[src/rtl/dma_service_arbiter.sv]
// Four-channel DMA request arbiter and hold-handshake controller.
// Qualifies external and software requests, raises hrq, picks the winning
// channel at hlda grant time and holds the one-hot select for the service.
//
// state       | meaning
// ------------+--------------------------------------------------------
// ST_IDLE     | no request pending, hrq low
// ST_REQUEST  | hrq high, waiting for hlda; arbitration happens on grant
// ST_SERVICE  | channel selected and frozen until end_of_service or abort
// ST_RELEASE  | service done, hrq low, waiting for the CPU to drop hlda
module dma_service_arbiter #(
   parameter int DREQ_SYNC_STAGES = 2
) (
   input  logic       clock,
   input  logic       reset,
   input  logic       master_clear,
   input  logic [3:0] dreq,
   input  logic       dreq_active_low,
   input  logic       dack_active_high,
   input  logic [3:0] mask,
   input  logic [3:0] software_request,
   input  logic       rotating_priority,
   input  logic       hlda,
   input  logic       end_of_service,
   output logic       hrq,
   output logic [3:0] transfer_register_select,
   output logic [3:0] dack,
   output logic [3:0] clear_software_request,
   output logic       busy
);

   typedef enum logic [1:0] {
      ST_IDLE    = 2'd0,
      ST_REQUEST = 2'd1,
      ST_SERVICE = 2'd2,
      ST_RELEASE = 2'd3
   } state_t;

   state_t     state_q, state_n;
   logic       hrq_q, hrq_n;
   logic [3:0] sel_q, sel_n;
   logic [3:0] clr_q, clr_n;
   logic [1:0] top_q, top_n;

   logic [3:0] dreq_pol;
   logic [3:0] sync_dreq;
   logic [3:0] eff_req;
   logic [1:0] top_eff;
   logic [3:0] grant_sel;
   logic [1:0] sel_idx;

   // Polarity is resolved before synchronisation so the flops always carry
   // "asserted" bits and clear to "not requesting".
   assign dreq_pol = dreq_active_low ? ~dreq : dreq;

   generate
      if (DREQ_SYNC_STAGES == 0) begin : g_nosync
         assign sync_dreq = dreq_pol;
      end else begin : g_sync
         logic [3:0] sync_q [DREQ_SYNC_STAGES];

         // Shift the qualified dreq bits through the synchroniser chain.
         always_ff @(posedge clock or posedge reset) begin
            if (reset) begin
               for (int i = 0; i < DREQ_SYNC_STAGES; i++) sync_q[i] <= '0;
            end else if (master_clear) begin
               for (int i = 0; i < DREQ_SYNC_STAGES; i++) sync_q[i] <= '0;
            end else begin
               sync_q[0] <= dreq_pol;
               for (int i = 1; i < DREQ_SYNC_STAGES; i++) sync_q[i] <= sync_q[i-1];
            end
         end

         assign sync_dreq = sync_q[DREQ_SYNC_STAGES-1];
      end
   endgenerate

   assign eff_req = (sync_dreq & ~mask) | software_request;
   assign top_eff = rotating_priority ? top_q : 2'd0;
   assign sel_idx = {sel_q[3] | sel_q[2], sel_q[3] | sel_q[1]};

   // Pick the first requesting channel walking from top upward, modulo 4.
   always_comb begin
      logic [1:0] idx;
      logic       found;
      grant_sel = '0;
      found     = 1'b0;
      idx       = 2'd0;
      for (int i = 0; i < 4; i++) begin
         idx = top_eff + 2'(i);
         if (!found && eff_req[idx]) begin
            grant_sel[idx] = 1'b1;
            found          = 1'b1;
         end
      end
   end

   // Next-state, select, software-clear and priority-pointer decisions.
   always_comb begin
      state_n = state_q;
      sel_n   = sel_q;
      clr_n   = '0;
      top_n   = rotating_priority ? top_q : 2'd0;
      case (state_q)
         ST_IDLE: begin
            if (eff_req != 4'd0) state_n = ST_REQUEST;
         end
         ST_REQUEST: begin
            if (hlda && eff_req != 4'd0) begin
               state_n = ST_SERVICE;
               sel_n   = grant_sel;
            end else if (eff_req == 4'd0) begin
               // A grant arriving with nothing left to serve still has to be
               // handed back cleanly, hence RELEASE rather than IDLE.
               state_n = hlda ? ST_RELEASE : ST_IDLE;
            end
         end
         ST_SERVICE: begin
            if (end_of_service) begin
               state_n = ST_RELEASE;
               sel_n   = '0;
               clr_n   = sel_q;
               if (rotating_priority) top_n = sel_idx + 2'd1;
            end else if (!hlda) begin
               state_n = ST_IDLE;
               sel_n   = '0;
            end
         end
         ST_RELEASE: begin
            if (!hlda) state_n = ST_IDLE;
         end
         default: begin
            state_n = ST_IDLE;
            sel_n   = '0;
         end
      endcase
      hrq_n = (state_n == ST_REQUEST) || (state_n == ST_SERVICE);
   end

   // Registered state and outputs; master_clear behaves like a synchronous reset.
   always_ff @(posedge clock or posedge reset) begin
      if (reset) begin
         state_q <= ST_IDLE;
         hrq_q   <= 1'b0;
         sel_q   <= '0;
         clr_q   <= '0;
         top_q   <= 2'd0;
      end else if (master_clear) begin
         state_q <= ST_IDLE;
         hrq_q   <= 1'b0;
         sel_q   <= '0;
         clr_q   <= '0;
         top_q   <= 2'd0;
      end else begin
         state_q <= state_n;
         hrq_q   <= hrq_n;
         sel_q   <= sel_n;
         clr_q   <= clr_n;
         top_q   <= top_n;
      end
   end

   assign hrq                      = hrq_q;
   assign transfer_register_select = sel_q;
   assign dack                     = dack_active_high ? sel_q : ~sel_q;
   assign clear_software_request   = clr_q;
   assign busy                     = (state_q != ST_IDLE);

endmodule

[config.mk]
export PLATFORM = sky130hd
export DESIGN_NAME = dma_service_arbiter
export DESIGN_NICKNAME = d
export VERILOG_FILES = /design/src/rtl/dma_service_arbiter.sv
export SDC_FILE = /design/constraint.sdc
export NUM_CORES = 1
export LEC_CHECK = 0
export ABC_AREA = 0
export CAP_MARGIN = 10
export CORE_ASPECT_RATIO = 0.5
export CORE_MARGIN = 2
export CORE_UTILIZATION = 35
export DETAILED_ROUTE_END_ITERATION = 8
export DONT_BUFFER_PORTS = 1
export HOLD_SLACK_MARGIN = 0.03
export PLACE_DENSITY = 0.47
export SKIP_CTS_REPAIR_TIMING = 1
export SLEW_MARGIN = 20
export SYNTH_ARGS = -nofsm -noshare
export SYNTH_HDL_FRONTEND = slang
export SYNTH_SLANG_ARGS = --single-unit
[constraint.sdc]
create_clock -name clock -period 5.2 [get_ports clock]
set_clock_uncertainty 0.05 [all_clocks]
set_input_delay 1.04 -clock clock [delete_from_list [all_inputs] [get_ports clock]]
set_output_delay 1.04 -clock clock [all_outputs]
set_load 0.01 [all_outputs]
==> results of run 1 <==
==> where the power goes <==
| part | switching, uW | total (uW) | internal (uW) | leakage, uW |
|---|---|---|---|---|
| Combinational | 26.2 | 47.5 | 21.3 | 0.000250 |
| Sequential | 8.33 | 179 | 171 | 0.000282 |
| Clock | 58.0 | 112 | 53.6 | 0.0000255 |
| Total | 92.5 | 338 | 245 | 0.000558 |
==> cell type report <==
cell class / instances / area share
Clock buffer: 3 / 0.0295
Clock inverter: 1 / 0.00358
Inverter: 5 / 0.0134
Multi-Input combinational cell: 101 / 0.532
Sequential cell: 21 / 0.376
Tap cell: 51 / 0.0456
==> state kept, by name, summed over array words and instances (netlist names) <==
name                      cells
clear_software_request        4
g_sync.sync_q                 4
hrq                           1
state_q                       2
sync_dreq                     4
top_q                         2
transfer_register_select      4
==> cell usage after synthesis, types with 2 or more instances <==
library cell / number / share of area
dfrtp_1: 21 / 0.39
nor2_1: 16 / 0.044
xnor2_1: 10 / 0.065
nand2_1: 6 / 0.017
nor3_1: 6 / 0.022
a31oi_1: 5 / 0.023
inv_1: 5 / 0.014
nor2b_1: 5 / 0.023
a211oi_1: 4 / 0.022
and2_1: 4 / 0.018
buf_6: 4 / 0.033
clkbuf_1: 3 / 0.0083
nor4_2: 3 / 0.028
a32oi_1: 2 / 0.013
nand4b_1: 2 / 0.013
nor2_2: 2 / 0.0092
nor2b_2: 2 / 0.013
nor2b_4: 2 / 0.020
nor4b_1: 2 / 0.013
o211ai_1: 2 / 0.011
o21ai_0: 2 / 0.0074
==> routing by layer <==
layer | vias up | global-route usage | wire (um)
met5 | - | 0 | 0
met1 | 489 | 0.170 | 1320
met2 | 43 | 0.231 | 1180
met4 | 0 | 0.0269 | 17
met3 | 4 | 0.0551 | 294
li1 | 480 | - | -
==> per-stage QoR <==
stage          power, uW  area [um2]  utilization
2_1_floorplan        227        1360            -
3_3_place_gp         231        1350        0.379
3_5_place_dp         230        1350        0.379
4_1_cts              343        1400        0.392
5_1_grt              353        1400        0.392
6_report             338        1400        0.392
==> logic make-up (layout without fill, tap and decap cells) <==
| group | count (synthesis) | after routing | synth area share |
|---|---|---|---|
| and+or+nand+nor | 62 | 62 | 0.306 |
| AOI/OAI and AO/OA | 28 | 28 | 0.171 |
| DFF | 21 | 21 | 0.387 |
| buffers and inverters | 14 | 9 | 0.0645 |
| xor gates and xnor gates | 11 | 11 | 0.0710 |
==> worst register-to-register path, cell delays in order, from the launching register on <==
cell	delay, ps
dfrtp_1	570
nand2_2	240
nor4bb_1	210
or4_4	500
o31ai_2	180
a211oi_1	80
o21ai_1	140
==> worst max path at each step <==
stage                startpoint                           to  slack, ps  cells past startpoint
2_1_floorplan  dack_active_high                      dack[0]       2660                      2
3_3_place_gp            mask[3]  transfer_register_select[2]       2680                      6
3_5_place_dp            mask[3]  transfer_register_select[2]       2670                      6
4_1_cts        dack_active_high                      dack[0]       2820                      1
5_1_grt        dack_active_high                      dack[3]       2810                      1
6_report       dack_active_high                      dack[0]       2830                      1
==> results by group, run 1 <==
Outcome
  • Status: complete, no violations

Finish
  • Inserted Diodes: 0
  • Final nets: 152
  • # fillers: 372
  • Footprint of the multi-input gates: 744 um2
  • Non-filler cells, final: 182
  • Area grow syn2layout: 3.04%
  • Most frequent cells in the layout: dfrtp_1 (21), nor2_1 (16), xnor2_1 (10)
  • Commonest non-fill, non-tap cell in the layout: dfrtp_1
  • Share of layout cells above drive strength 1: 0.176
  • Register area: 526 um2

Floorplanning
  • FP Rows: 15
  • Die width: 92.1 um
  • Core Footprint: 3570 um2
  • Die Height: 48.0 um
  • Initial Util: 0.381
  • I/O pins: 34
  • Die ar.: 4420 um2

Worst hold path
  • Hold Path Depth: 1
  • Hold Path Sink: sync_dreq[0]
  • Worst hold path startpoint: g_sync.sync_q[4]
  • Hold Path Class: flop to flop

Clock tree
  • Clock-pin slew on the worst setup and hold paths: 70 ps
  • Total CTS buffers: 3
  • Worst skew pair latency: 270 ps
  • Clock Tree Buf Depth: 2
  • H-tree depth: 1
  • Root Buffer: clkbuf_8
  • Sinks on Clock Net: 21
  • CTS tree: done

Global routing
  • Largest net degree at the start of global routing: 22
  • Grt ovf: 0
  • First-pass GRT wire length: 4570 um
  • Total track usage: 0.136
  • Vias in the first global route: 971
  • Initial antenna violation count: 0

Routing
  • Wire per inst: 15.4 um
  • DRT Wirelength: 2810 um
  • Initial drt markers: 55
  • Routed Antenna Nets: 0
  • Via density: 5.58
  • Vias: 1,016
  • Residual DRC: 0
  • Drt pass-1 iters: 4

STA
  • Fin. max-slew vios: 0
  • RSZ-0062 raised after global routing: no
  • Hold slack: 414 ps
  • Total Neg Setup Slack: 0 ps
  • Worst setup margin: 2830 ps
  • Fin crit period: 2370 ps
  • Slew headroom: 0.445
  • Maximum clock frequency: 0.422 GHz
  • Worst Tran Pin Value: 831 ps
  • Final hold viol count: 0
  • Fin crit share: 0.456
  • Setup violations, final: 0

Place
  • Pre-CTS WS: 2670 ps
  • Half-perimeter wire length after placement: 2120 um
  • IO buf count: 0
  • GPL Wtd Cong: 0.827
  • Placed cells: 178

Logic synthesis
  • Sequential area share after synthesis: 0.387
  • Synthesized Nets: 156
  • Cell Area, Synth: 1360 um2
  • Post-synth EDFFs: 0
  • Synth Warn #: 0
  • Top_reg_cell synth: dfrtp_1
  • Synth Area per Inst: 9.98 um2
  • Netlist cell types: 49
  • Synth Instances: 136
  • #FFs+latches synth: 21
  • FFs w/ async S/R, synth: 1.00

Setup path
  • R2R setup slack: 3160 ps
  • Crit start category: primary input
  • R2R Path End: transfer_register_select[1]
  • WP data arrival: 1280 ps
  • CP required: 4110 ps
  • CP delay by family, top: XOR/XNOR gates
  • Cell count of the worst reg-to-reg path: 6
  • Setup CP Type: primary input to output port
  • Slowest-stage cell, CP: xnor2_1
  • RR Startpoint: top_q[0]
  • Critical Path Sink Type: output port
  • Worst path cell trace: xnor2_1
  • Worst Path Buf+Inv: 0
  • Largest stage delay, worst path: 240 ps
  • Crit Path Max Fanout: 4

Power and ir drop
  • Cell Pwr Density: 242 nW/um2
  • VDD IR max: 0.0000920 V
  • Leakage: 0.000558 uW

Run
  • Max-cap check violation count: 0
Note: power is estimated with default switching activity, not from simulation.
==> run 2: changes to the inputs <==
--- a/config.mk
+++ b/config.mk
@@ -13,7 +13,7 @@
 export DETAILED_ROUTE_END_ITERATION = 8
 export DONT_BUFFER_PORTS = 1
 export HOLD_SLACK_MARGIN = 0.03
-export PLACE_DENSITY = 0.47
+export PLACE_DENSITY = 0.49
 export SKIP_CTS_REPAIR_TIMING = 1
 export SLEW_MARGIN = 20
 export SYNTH_ARGS = -nofsm -noshare
==> constraint.sdc (replaced) <==
create_clock -name clock -period 1.92 [get_ports clock]
set_clock_uncertainty 0.05 [all_clocks]
set_input_delay 0.384 -clock clock [delete_from_list [all_inputs] [get_ports clock]]
set_output_delay 0.384 -clock clock [all_outputs]
set_load 0.01 [all_outputs]
==> run 2 against run 1 <==
Against the previous run:
- sequential cell count unchanged
- utilization up 2.7 points
- non-clock buffer count up 10
- total power rose to 2.8 times the previous value
- clock power rose to 2.7 times the previous value
- count of clock-buffer cells in the layout unchanged
==> results by group, run 2 (synthesis results as in run 1) <==
Outcome
  • Status: complete, no violations

Routing
  • Vias: 1,026
  • Wire per inst: 15.4 um
  • Initial drt markers: 69
  • Residual DRC: 0
  • Via density: 5.34
  • Routed Antenna Nets: 0
  • DRT Wirelength: 2960 um
  • Drt pass-1 iters: 4

Setup path
  • Largest stage delay, worst path: 480 ps
  • Crit Path Max Fanout: 7
  • CP required: 2050 ps
  • Slowest-stage cell, CP: dfrtp_2
  • Worst setup path start: top_q[1]
  • RR Startpoint: top_q[1]
  • Crit start category: flop
  • Critical Path Sink Type: flop
  • Setup CP Type: flop to flop
  • WP data arrival: 2010 ps
  • Worst path cell trace: buf_4 -> nor4_2 -> or4_4 -> or4b_1 -> o211ai_1
  • Cell count of the worst reg-to-reg path: 5

Floorplanning
  • Die width: 92.1 um
  • Die Height: 48.0 um
  • I/O pins: 34
  • Die ar.: 4420 um2
  • FP Rows: 15
  • Initial Util: 0.381
  • Core Footprint: 3570 um2

Clock tree
  • Root Buffer: clkbuf_8
  • H-tree depth: 1
  • Clock Tree Buf Depth: 2
  • Total CTS buffers: 3
  • Clock-pin slew on the worst setup and hold paths: 80 ps
  • Worst skew pair latency: 270 ps
  • Sinks on Clock Net: 21
  • CTS tree: done

STA
  • Hold slack: 121 ps
  • Fin. max-slew vios: 0
  • Worst Tran Pin Value: 339 ps
  • Fin crit period: 1870 ps
  • Maximum clock frequency: 0.534 GHz
  • RSZ-0062 raised after global routing: yes
  • Fin crit share: 0.976
  • Setup violations, final: 0
  • Total Neg Setup Slack: 0 ps
  • Slew headroom: 0.774
  • Final hold viol count: 0

Global routing
  • Initial antenna violation count: 0
  • Vias in the first global route: 948
  • Grt ovf: 0
  • Total track usage: 0.149
  • First-pass GRT wire length: 4820 um
  • Largest net degree at the start of global routing: 22

Power and ir drop
  • Combinational Power Share: 0.157
  • Reg power frac: 0.520
  • Cell Pwr Density: 622 nW/um2
  • VDD IR max: 0.000323 V
  • Switching power: 254 uW
  • Clk network pwr share: 0.324
  • Switching power share of the total: 0.273
  • Leakage: 0.000606 uW
  • Internal power: 676 uW

Finish
  • Share of layout cells above drive strength 1: 0.248
  • Register area: 527 um2
  • Final nets: 162
  • Commonest non-fill, non-tap cell in the layout: dfrtp_1
  • Non-filler cells, final: 192
  • # fillers: 360
  • Most frequent cells in the layout: dfrtp_1 (20), nor2_1 (16), xnor2_1 (10)
  • Area grow syn2layout: 10.0%
  • Inserted Diodes: 0
  • Footprint of the multi-input gates: 761 um2

Worst hold path
  • Hold Path Depth: 1
  • Hold Path Class: primary input to flop
  • Worst hold path startpoint: master_clear

Place
  • Placed cells: 187
  • IO buf count: 0
  • GPL Wtd Cong: 0.863
  • Half-perimeter wire length after placement: 2220 um

Run
  • Max-cap check violation count: 0
## run 2: cell types whose count changed in the layout (fill, tap and decap cells not counted), sizes merged
cell         change
dlygate4sd3      +1
buf              +9
## run 2: worst paths after layout
check	slack, ps	end
max in group asynchronous	1050	top_q[1]
min in group asynchronous	540	sync_dreq[1]
worst max register to register	50	transfer_register_select[2]
worst max-delay path	50	transfer_register_select[2]
worst min register to register	420	sync_dreq[3]
worst min-delay path	120	g_sync.sync_q[5]
## run 2: power groups by stage
stage	Sequential (uW)	Combinational [uW]	Clock (uW)
final	483	145	301
after global routing	487	163	330
after CTS	484	143	313
after detailed placement	492	143	0
after global placement	493	142	0
after floorplan	481	132	0
## run 2: critical path, delay by kind of cell (launching register included)
kind | cells | cell delay, ps
and+or+nand+nor | 3 | 970
buffers and inverters | 1 | 170
AOI/OAI and AO/OA | 1 | 110
DFF | 1 | 480
## run 2: cell type report
type                       count  share of cell area
multi-input combinational    101               0.509
sequential                    21               0.353
timing repair buffer          10              0.0519
tap                           51              0.0427
clock buffer                   3              0.0276
inverter                       5              0.0126
clock inverter                 1             0.00335
## run 2: stage by stage
stage	util	setup WS (ps)	area [um2]	total power, uW
final	0.419	46.6	1490	929
after global routing	0.419	-53.7	1490	980
after CTS	0.411	-0.830	1470	940
after detailed placement	0.398	20.6	1420	635
after global placement	0.398	31.0	1420	635
after floorplan	-	175	1360	614
## run 2: metal layers
layer	global-route usage	vias up	wire length, um	share of wire
met4	0.0448	0	19	0.0064
met3	0.0535	2	217	0.073
met2	0.241	31	1260	0.43
met5	0	-	0	0
li1	-	498	-	-
met1	0.194	495	1460	0.49
==> run 3: changes to the inputs <==
--- a/config.mk
+++ b/config.mk
@@ -12,6 +12,7 @@
 export CORE_UTILIZATION = 35
 export DETAILED_ROUTE_END_ITERATION = 8
 export DONT_BUFFER_PORTS = 1
+export GPL_TIMING_DRIVEN = 1
 export HOLD_SLACK_MARGIN = 0.03
 export PLACE_DENSITY = 0.49
 export SKIP_CTS_REPAIR_TIMING = 1
==> constraint.sdc (replaced) <==
create_clock -name clock -period 1.92 [get_ports clock]
set_clock_uncertainty 0.05 [all_clocks]
set_input_delay 0.288 -clock clock [delete_from_list [all_inputs] [get_ports clock]]
set_output_delay 0.288 -clock clock [all_outputs]
set_load 0.01 [all_outputs]
==> run 3 against run 2 <==
Against the previous run:
- register-to-register slack improved by 50 ps
- worst setup slack improved by 51 ps
- critical path depth is the same
- total power grew 0.91%
- die area unchanged
- routed wire length up 1.4%
- first-iteration DRC count decreased by 43%
- sequential share of layout area decreased by 0.86 points
- sequential power about the same
- hold slack worse by 83 ps
- critical endpoint unchanged
- highest routed layer unchanged
==> results by group, run 3 (synthesis results as in run 1) <==
Global routing
  • Routing usage on met1: 0.189
  • First-pass GRT wire length: 4710 um
  • GRT met3 Usage: 0.0567
  • Grt ovf: 0
  • Largest net degree at the start of global routing: 22
  • Total track usage: 0.145
  • Initial antenna violation count: 0
  • Met2 Use GR: 0.237
  • Vias in the first global route: 911
  • Top Usage Layer GRT: met2

Floorplanning
  • Core Footprint: 3570 um2
  • I/O pins: 34
  • Die width: 92.1 um
  • Initial Util: 0.381
  • FP Rows: 15
  • Die Height: 48.0 um
  • Die ar.: 4420 um2

Routing
  • Routed Antenna Nets: 0
  • Drt pass-1 iters: 4
  • Initial drt markers: 39
  • Residual DRC: 0
  • DRT Wirelength: 3000 um
  • Vias: 1,031
  • Via density: 5.34
  • Wire per inst: 15.5 um

Finish
  • # fillers: 373
  • Most frequent cells in the layout: dfrtp_1 (20), nor2_1 (16), xnor2_1 (10)
  • Final nets: 163
  • Area grow syn2layout: 12.8%
  • Inserted Diodes: 0
  • Share of layout cells above drive strength 1: 0.246
  • Commonest non-fill, non-tap cell in the layout: dfrtp_1
  • Non-filler cells, final: 193

Place
  • Half-perimeter wire length after placement: 2270 um
  • IO buf count: 0
  • GPL Wtd Cong: 0.863
  • Placed cells: 187

Clock tree
  • Root Buffer: clkbuf_8
  • Clock Tree Buf Depth: 2
  • Worst skew pair latency: 270 ps
  • Sinks on Clock Net: 21
  • Total CTS buffers: 3
  • H-tree depth: 1
  • Clock-pin slew on the worst setup and hold paths: 80 ps
  • CTS tree: done

Setup path
  • Setup CP Type: flop to flop
  • Crit Path Max Fanout: 7
  • Slowest-stage cell, CP: dfrtp_2
  • Critical Path Sink Type: flop
  • Largest stage delay, worst path: 480 ps
  • Worst path cell trace: buf_4 -> nor4_2 -> or4_4 -> or4b_4 -> o211ai_1
  • Crit start category: flop
  • CP required: 2060 ps
  • WP data arrival: 1960 ps

STA
  • Fin. max-slew vios: 0
  • Slew headroom: 0.654
  • Final hold viol count: 0
  • Fin crit period: 1820 ps
  • Setup violations, final: 0
  • Hold slack: 37.5 ps
  • Fin crit share: 0.949
  • Maximum clock frequency: 0.549 GHz
  • RSZ-0062 raised after global routing: yes
  • Worst Tran Pin Value: 517 ps

Worst hold path
  • Hold Path Class: primary input to flop

Power and ir drop
  • Tot Pwr: 938 uW
  • Cell Pwr Density: 612 nW/um2
  • VDD IR max: 0.000264 V
  • Leakage: 0.000610 uW

Run
  • Max-cap check violation count: 0

Outcome
  • Status: complete, no violations
-- run 3: power breakdown --
group          switching (uW)  leakage (uW)  internal (uW)  total [uW]
registers                21.8      0.000281            462         484
clock network             151     0.0000228            148         299
logic                    82.2      0.000307           72.7         155
total                     255      0.000610            683         938
-- run 3: final timing paths --
kind / from / to / slack [ps] / cells after the start
max: top_q[1] / transfer_register_select[2] / 100 / 5
min: master_clear / state_q[1] / 40 / 1
max reg2reg: top_q[1] / transfer_register_select[2] / 100 / 5
min reg2reg: g_sync.sync_q[5] / sync_dreq[1] / 410 / 1
max in group asynchronous: reset / top_q[1] / 1130 / 3
min in group asynchronous: reset / sync_dreq[1] / 440 / 3
-- run 3: layer usage --
metal | part of all wire | vias up
met1 | 0.51 | 497
met5 | 0 | -
li1 | - | 504
met3 | 0.065 | 2
met4 | 0.0050 | 0
met2 | 0.42 | 28
-- run 3: layout make-up --
cell class	count	area (um2)	share of cell area
Clock buffer	4	45.0	0.0294
Multi-Input combinational cell	101	786	0.513
Inverter	5	18.8	0.0123
Timing Repair Buffer	11	91.3	0.0596
Sequential cell	21	527	0.344
Tap cell	51	63.8	0.0417
-- run 3: per-stage QoR --
step / setup slack, ps / TNS, ps / area (um2) / utilization
finish: 97.5 / 0 / 1530 / 0.429
detailed placement: 55.4 / 0 / 1420 / 0.398
CTS: 17.0 / 0 / 1470 / 0.411
floorplan: 184 / 0 / 1360 / -
global route: -27.8 / -30.3 / 1530 / 0.429
global placement: 70.1 / 0 / 1420 / 0.398
-- run 3: worst max-delay path, delay by kind of cell, from the launching register on --
kind / cells / cell delay, ps
DFF: 1 / 480
and+or+nand+nor: 3 / 960
buffers and inverters: 1 / 170
AOI/OAI and AO/OA: 1 / 90
